[config.mk]
export PLATFORM = sky130hd
export DESIGN_NAME = age_ordered_reservation_station
export DESIGN_NICKNAME = d
export VERILOG_FILES = /design/src/rtl/age_ordered_reservation_station.sv
export SDC_FILE = /design/constraint.sdc
export NUM_CORES = 2
export LEC_CHECK = 0
export CORE_UTILIZATION = 55
export DETAILED_ROUTE_END_ITERATION = 8
export PLACE_DENSITY = 0.77
export SYNTH_ARGS = -nofsm -noshare
export SYNTH_HDL_FRONTEND = slang
export SYNTH_SLANG_ARGS = --single-unit
[constraint.sdc]
create_clock -name clk -period 14.3 [get_ports clk]
set_clock_uncertainty 0.2 [all_clocks]
set_input_delay 3.575 -clock clk [delete_from_list [all_inputs] [get_ports clk]]
set_output_delay 3.575 -clock clk [all_outputs]
set_load 0.01 [all_outputs]
[src/rtl/age_ordered_reservation_station.sv]
// Reservation station for one execution unit: buffers waiting instructions,
// snoops every CDB for operand wakeup and issues the oldest ready entry.
module age_ordered_reservation_station #(
    parameter int OPERANDS      = 2,
    parameter int OPERAND_WIDTH = 32,
    parameter int RS_OFFSET     = 0,
    parameter int RS_DEPTH      = 8,
    parameter int RS_ID_WIDTH   = 5,
    parameter int CDB_COUNT     = 2,
    parameter type CONTROL_TYPE = logic [7:0]
) (
    input  logic                                    clk,
    input  logic                                    rst,
    input  logic                                    flush,
    input  logic                                    take_valid,
    output logic                                    take_ready,
    input  logic [OPERANDS-1:0]                     op_value_valid_in,
    input  logic [OPERANDS-1:0][RS_ID_WIDTH-1:0]    op_rs_id_in,
    input  logic [OPERANDS-1:0][OPERAND_WIDTH-1:0]  op_value_in,
    input  CONTROL_TYPE                             control_in,
    output logic [RS_ID_WIDTH-1:0]                  id_taken,
    input  logic [CDB_COUNT-1:0]                    cdb_valid,
    input  logic [CDB_COUNT-1:0][RS_ID_WIDTH-1:0]   cdb_rs_id,
    input  logic [CDB_COUNT-1:0][OPERAND_WIDTH-1:0] cdb_value,
    output logic                                    output_valid,
    input  logic                                    output_ready,
    output logic [OPERANDS-1:0][OPERAND_WIDTH-1:0]  op_value_out,
    output CONTROL_TYPE                             control_out,
    output logic [RS_ID_WIDTH-1:0]                  op_rs_id_out,
    output logic [$clog2(RS_DEPTH+1)-1:0]           occupancy
);
    localparam int AGE_W = $clog2(RS_DEPTH);
    localparam int OCC_W = $clog2(RS_DEPTH + 1);

    typedef logic [OPERANDS-1:0][RS_ID_WIDTH-1:0]   tags_t;
    typedef logic [OPERANDS-1:0][OPERAND_WIDTH-1:0] vals_t;
    typedef logic [AGE_W-1:0]                       age_t;

    logic [RS_DEPTH-1:0] valid_q, valid_d;
    CONTROL_TYPE         ctrl_q [RS_DEPTH];
    CONTROL_TYPE         ctrl_d [RS_DEPTH];
    logic [OPERANDS-1:0] rdy_q  [RS_DEPTH];
    logic [OPERANDS-1:0] rdy_d  [RS_DEPTH];
    tags_t               tag_q  [RS_DEPTH];
    tags_t               tag_d  [RS_DEPTH];
    vals_t               val_q  [RS_DEPTH];
    vals_t               val_d  [RS_DEPTH];
    age_t                age_q  [RS_DEPTH];
    age_t                age_d  [RS_DEPTH];
    logic [OCC_W-1:0]    occ_q, occ_d;

    logic                free_found;
    logic [AGE_W-1:0]    free_idx;
    logic                iss_found;
    logic [AGE_W-1:0]    iss_idx;
    age_t                iss_age;
    logic                alloc;
    logic                issue;
    logic [OPERANDS-1:0] new_rdy;
    vals_t               new_val;

    always_comb begin
        free_found = 1'b0;
        free_idx   = '0;
        for (int i = 0; i < RS_DEPTH; i++) begin
            if (!valid_q[i] && !free_found) begin
                free_found = 1'b1;
                free_idx   = AGE_W'(i);
            end
        end
    end

    // Ages are unique, so the largest age among ready entries is the oldest.
    always_comb begin
        iss_found = 1'b0;
        iss_idx   = '0;
        iss_age   = '0;
        for (int i = 0; i < RS_DEPTH; i++) begin
            if (valid_q[i] && (&rdy_q[i]) &&
                (!iss_found || age_q[i] > iss_age)) begin
                iss_found = 1'b1;
                iss_idx   = AGE_W'(i);
                iss_age   = age_q[i];
            end
        end
    end

    assign take_ready   = free_found && !flush;
    assign output_valid = iss_found && !flush;
    assign alloc        = take_valid && take_ready;
    assign issue        = output_valid && output_ready;
    assign occupancy    = occ_q;

    always_comb begin
        id_taken = RS_ID_WIDTH'(RS_OFFSET);
        if (free_found) begin
            id_taken = RS_ID_WIDTH'(int'(free_idx) + RS_OFFSET);
        end
    end

    always_comb begin
        op_value_out = '0;
        control_out  = '0;
        op_rs_id_out = RS_ID_WIDTH'(RS_OFFSET);
        if (output_valid) begin
            op_value_out = val_q[iss_idx];
            control_out  = ctrl_q[iss_idx];
            op_rs_id_out = RS_ID_WIDTH'(int'(iss_idx) + RS_OFFSET);
        end
    end

    // Same-cycle capture; scanning buses high to low lets bus 0 win.
    always_comb begin
        new_rdy = op_value_valid_in;
        new_val = op_value_in;
        for (int o = 0; o < OPERANDS; o++) begin
            for (int c = CDB_COUNT - 1; c >= 0; c--) begin
                if (!op_value_valid_in[o] && cdb_valid[c] &&
                    cdb_rs_id[c] == op_rs_id_in[o]) begin
                    new_rdy[o] = 1'b1;
                    new_val[o] = cdb_value[c];
                end
            end
        end
    end

    always_comb begin
        valid_d = valid_q;
        ctrl_d  = ctrl_q;
        rdy_d   = rdy_q;
        tag_d   = tag_q;
        val_d   = val_q;
        age_d   = age_q;
        occ_d   = occ_q + OCC_W'(alloc) - OCC_W'(issue);
        for (int i = 0; i < RS_DEPTH; i++) begin
            for (int o = 0; o < OPERANDS; o++) begin
                for (int c = CDB_COUNT - 1; c >= 0; c--) begin
                    if (valid_q[i] && !rdy_q[i][o] && cdb_valid[c] &&
                        cdb_rs_id[c] == tag_q[i][o]) begin
                        rdy_d[i][o] = 1'b1;
                        val_d[i][o] = cdb_value[c];
                    end
                end
            end
            if (valid_q[i] && alloc) begin
                age_d[i] = age_d[i] + age_t'(1);
            end
            if (valid_q[i] && issue && age_q[i] > iss_age) begin
                age_d[i] = age_d[i] - age_t'(1);
            end
        end
        if (issue) begin
            valid_d[iss_idx] = 1'b0;
            age_d[iss_idx]   = '0;
        end
        if (alloc) begin
            valid_d[free_idx] = 1'b1;
            ctrl_d[free_idx]  = control_in;
            rdy_d[free_idx]   = new_rdy;
            tag_d[free_idx]   = op_rs_id_in;
            val_d[free_idx]   = new_val;
            age_d[free_idx]   = '0;
        end
        if (flush) begin
            valid_d = '0;
            occ_d   = '0;
            for (int i = 0; i < RS_DEPTH; i++) begin
                age_d[i] = '0;
            end
        end
    end

    always_ff @(posedge clk or negedge rst) begin
        if (!rst) begin
            valid_q <= '0;
            occ_q   <= '0;
            for (int i = 0; i < RS_DEPTH; i++) begin
                ctrl_q[i] <= '0;
                rdy_q[i]  <= '0;
                tag_q[i]  <= '0;
                val_q[i]  <= '0;
                age_q[i]  <= '0;
            end
        end else begin
            valid_q <= valid_d;
            occ_q   <= occ_d;
            ctrl_q  <= ctrl_d;
            rdy_q   <= rdy_d;
            tag_q   <= tag_d;
            val_q   <= val_d;
            age_q   <= age_d;
        end
    end
endmodule

# Word-level counts from Yosys, hierarchy flattened
# Index checks and enable logic that the tools add are counted.
[word_totals]
in_bits = 165
out_inout_bits = 88
elab_cells = 505
reg_bits = 708
[op_classes]
eq_ne = 36
n_reduce_logical = 196
magnitude_cmp = 23
n_addsub = 18
muxes = 165
n_bitwise = 9
[ops]
columns = ["operator", "count"]
rows = [
  ["32-bit 2-to-1 mux", 36],
  ["512-bit bitwise mux", 1],
  ["512-bit 2-to-1 mux", 1],
  ["64-bit 2-to-1 mux", 4],
  ["64-bit binary-select mux with 3-bit select", 1],
  ["64-bit demux with 3-bit select", 1],
  ["5-bit == test", 36],
  ["1-bit logical AND", 142],
  ["3-bit 2-to-1 mux", 40],
  ["80-bit bitwise mux", 1],
  ["24-bit 2-to-1 mux", 3],
  ["64-bit bitwise mux", 1],
  ["1-bit 2-to-1 mux", 56],
  ["8-bit 2-to-1 mux", 7],
  ["24-bit bitwise AND", 2],
  ["24-bit NOT", 2],
  ["3-bit > comparator", 15],
  ["1-bit logical NOT", 39],
  ["10-bit demux with 3-bit select", 1],
  ["3-bit by 1-bit adder with 3-bit output (second input constant)", 8],
  ["8-bit binary-select mux with 3-bit select", 1],
  ["8-bit demux with 3-bit select", 1],
  ["3-bit by 1-bit subtractor with 3-bit output (second input constant)", 8],
  ["3-bit demux with 3-bit select", 2],
  ["19 further kinds", 38],
]

# Logic depth before layout (Yosys ltp)
[depth]
ltp_word = 42
ltp_mapped = 62
depth_no_buf = 57

# Least setup slack after synthesis
# OpenSTA, ideal clock, no wires.
[synth_timing]
kind = "reg2out"
startpoint = "register valid_q[0]"
endpoint = "output op_value_out[25] (netlist bit)"
required_ps = 10525
setup_slack_ps = 61
arrival_ps = 10464
path_stages_with_launch = 53
cell_sequence = "dfrtp_1 > and3_1 > buf_4 > nand2_1 > ha_1 > and3b_1 > o21ai_0 > a21oi_1 > a22o_1 > ha_1 > and3_1 > a21oi_1 > o21a_1 > nor2_1 > a21oi_1 > ha_1 > a32o_1 > a21o_1 > (+17 left out) > nand2_1 > and3_1 > a311oi_1 > nor2_1 > buf_2 > buf_2 > o21ai_0 > ha_1 > nor2b_1 > o21ai_0 > nor3_1 > o311ai_0 > o21bai_2 > buf_2 > clkbuf_1 > o221ai_1 > a221oi_2 > a21boi_1"
[synth_rtl]
columns = ["element", "line_no", "rtl"]
rows = [
  ["start: declaration", "39", "logic [RS_DEPTH-1:0] valid_q, valid_d;"],
  ["start signal: assignment", "185", "valid_q <= valid_d;"],
  ["end: declaration", "27", "output logic [OPERANDS-1:0][OPERAND_WIDTH-1:0] op_value_out,"],
]

==> reports/results.txt <==
synthesis warning total - 0
Final Slew Violations - 0
vias in the first global route - 41300
# setup viols final - 74
CTS tree - done
initial antenna violation count - 7
final WL - 168 mm
DRC - 0
Die Area - 86000 sq um
# IOs - 253
Skew-Pair Late Insertion Delay - 0.66 ns
CP max-delay cell - dfrtp_1
worst vdd ir - 0.0927 mV
Synth Flop Type - dfrtp_1
Final Hold Vio Count - 0
H-tree depth - 3
Vias - 43400
# Max-Cap Violations - 0
Placed Cells - 6080
clock slew at reported path FFs - 0.06 ns
Std-Cell Core Area - 83800 sq um
failing checks - negative setup slack
worst r2r dst - age_q[0]$_DFF_PN0_
Overflow after GRT - 0
total iterations of the first detailed-routing run - 6
area after detailed placement - 50000 sq um
RSZ-0062 raised after global routing - yes
Startpoint Class - register
TritonCTS buffer count - 80
post-synthesis cell type count - 76
Leakage - 28.6 nW
Synth Area per Inst - 9.13 sq um
final hold slack - 0.268 ns
Fill cells - 6589
Crit Path Category - reg2out
fraction of registers with async set/reset - 100%
Critical Path Fanout Max - 8
power per cell area - 97.2 nW/um^2
P&R area growth vs syn - 17.3%
Post-synth EDFFs - 0
Place WS - -0.486 ns
routability congestion estimate - 0.921
f_max - 68.4 MHz
Initial Utilization - 55.6%
Mapped Cells - 5108
iteration-0 DRC count of the detailed router - 6100
crit path DAT - 10.84 ns
Final Util - 65.3%
Worst Hold Path EP - ctrl_q[24]$_DFFE_PN0P_
DP HPWL - 91.4 mm
final worst path period need - 14.61 ns
R2R setup slack - 2.49 ns
Seq/Total Area, Yosys - 38.0%
clk buf depth - 3
Root Buffer - clkbuf_16
Largest stage delay, worst path - 0.36 ns
critical path required time - 10.52 ns
Critical Path Most Common Cell - o21ai_2
Worst Max-Slew Pin Slew - 1.38 ns
largest net degree at the start of global routing - 173
wire per inst - 26.7 um
final cell count without fillers - 6302
Slew HR - 7.98%
DIE HEIGHT - 293 um
first-pass GRT wire length - 250 mm
Finished Cell Area - 54700 sq um
TritonCTS Sinks - 708
Min-Delay Startpoint - ctrl_q[24]$_DFFE_PN0P_
status - finished with violations
register bit total from synthesis - 708
fin nets - 5326
ANT nets after route - 0
cell area after synthesis - 46600 sq um
DR vias/cell - 6.89
GRT Overall Usage - 37.5%
Worst Hold Path Cells - 2
PortBufs - 248
share of layout cells above drive strength 1 - 17.6%
HP Class - reg2reg
Final Cycle Share - 102%
Die W - 293 um
Worst R2R Path Depth - 61
worst r2r src - rdy_q[15]$_DFF_PN0_
Row Count - 106
Critical Path Sink Type - output port
final setup margin - -0.314 ns
cell families (layout without fill, tap and decap cells):
| kind of cell | after synthesis | in the layout | share of synthesized area, % |
|---|---|---|---|
| AOI/OAI and AO/OA | 1453 | 1453 | 21.0 |
| xor gates and xnor gates | 209 | 209 | 3.92 |
| adders and majority gates | 56 | 56 | 1.52 |
| buffers and inverters | 633 | 686 | 5.39 |
| DFF | 708 | 708 | 38.0 |
| muxes | 904 | 904 | 19.9 |
| other | 1 | 8 | 0.00804 |
| and+or+nand+nor | 1144 | 1144 | 10.3 |
how the worst max path moves through the flow:
stage / depth (start not counted) / slack [ns] / start / endpoint
2_1_floorplan: 52 / 0.06 / valid_q[0]$_DFF_PN0_ / op_value_out[25]
3_3_place_gp: 54 / -0.17 / rdy_q[15]$_DFF_PN0_ / op_value_out[59]
3_5_place_dp: 55 / -0.49 / rdy_q[15]$_DFF_PN0_ / op_value_out[42]
4_1_cts: 56 / -0.09 / rdy_q[14]$_DFF_PN0_ / op_value_out[42]
5_1_grt: 58 / -0.63 / valid_q[0]$_DFF_PN0_ / op_value_out[20]
6_report: 57 / -0.31 / rdy_q[15]$_DFF_PN0_ / op_value_out[22]
critical path, delay by kind of cell (launching register included):
family	cells	cell delay [ns]
AO/OA/AOI/OAI	25	4.63
adder cells (fa/ha/maj)	7	1.91
buffers and inverters	10	1.41
flip-flops	1	0.36
AND/OR/NAND/NOR	15	1.80
area by class of cell:
| type | instances | area, sq um | share of cell area [%] |
|---|---|---|---|
| Tap cell | 1134 | 1420 | 2.59 |
| Timing Repair Buffer | 511 | 4950 | 9.06 |
| Clock buffer | 114 | 2340 | 4.28 |
| Sequential cell | 708 | 17700 | 32.4 |
| Inverter | 34 | 128 | 0.233 |
| Multi-Input combinational cell | 3770 | 27600 | 50.5 |
| Clock inverter | 27 | 494 | 0.903 |
| Antenna cell | 4 | 10.0 | 0.0183 |
per-stage QoR:
step                power, mW  TNS, ns
floorplan                2.79        0
global placement         3.01    -7.61
detailed placement       3.04   -27.38
CTS                      5.29   -0.694
global route             5.48   -39.45
finish                   5.32   -15.93
power breakdown:
| group | switching, mW | internal [mW] | total, mW |
|---|---|---|---|
| clock | 0.903 | 1.36 | 2.26 |
| combinational | 0.429 | 0.329 | 0.757 |
| sequential | 0.116 | 2.18 | 2.30 |
| total | 1.45 | 3.87 | 5.32 |
registers in the layout, summed over array words and instances, names as in the netlist:
register   flops
valid_q        8
val_q        512
ctrl_q        64
tag_q         80
rdy_q         16
age_q         24
occupancy      4
cells in the final DEF, fill, tap and decap left out, drive strengths merged, types with 73 or more instances in the layout:
cell,n
mux2,176
buf,328
dfrtp,708
clkbuf,122
a21boi,73
o21ai,611
mux2i,728
a221oi,73
nand2,897
xnor2,151
clkdlybuf4s50,174
o211ai,515
synthesized netlist by cell type, types with 39 or more instances:
| cell | count | share of area (%) |
|---|---|---|
| nand2_1 | 897 | 7.2 |
| mux2i_1 | 728 | 16 |
| dfrtp_1 | 708 | 38 |
| o21ai_0 | 605 | 6.5 |
| o211ai_1 | 515 | 8.3 |
| clkbuf_1 | 488 | 3.9 |
| mux2_2 | 167 | 4.0 |
| xnor2_1 | 151 | 2.8 |
| a21boi_1 | 72 | 1.2 |
| o221ai_1 | 72 | 1.4 |
| nor2_1 | 60 | 0.48 |
| xor2_1 | 58 | 1.1 |
| buf_2 | 57 | 0.61 |
| ha_1 | 55 | 1.5 |
| a21oi_1 | 49 | 0.53 |
| buf_1 | 41 | 0.33 |
| a221oi_2 | 40 | 1.3 |
| nand4_1 | 39 | 0.52 |
metal layers:
| metal | GRT usage (%) | vias to the layer above | wire length (um) |
|---|---|---|---|
| li1 | - | 18500 | - |
| met3 | 7.75 | 755 | 19300 |
| met2 | 57.9 | 3124 | 74400 |
| met1 | 48.7 | 21100 | 63000 |
| met5 | 0 | - | 34 |
| met4 | 22.6 | 6 | 11300 |
what timing repair did:
item	in CTS	in global routing
setup endpoints to repair	75	75
resized for setup	413	157
hold buffers	0	0
pin swaps	74	85
cloned	11	3
setup buffers	51	29
(Power assumes the default switching activity.)
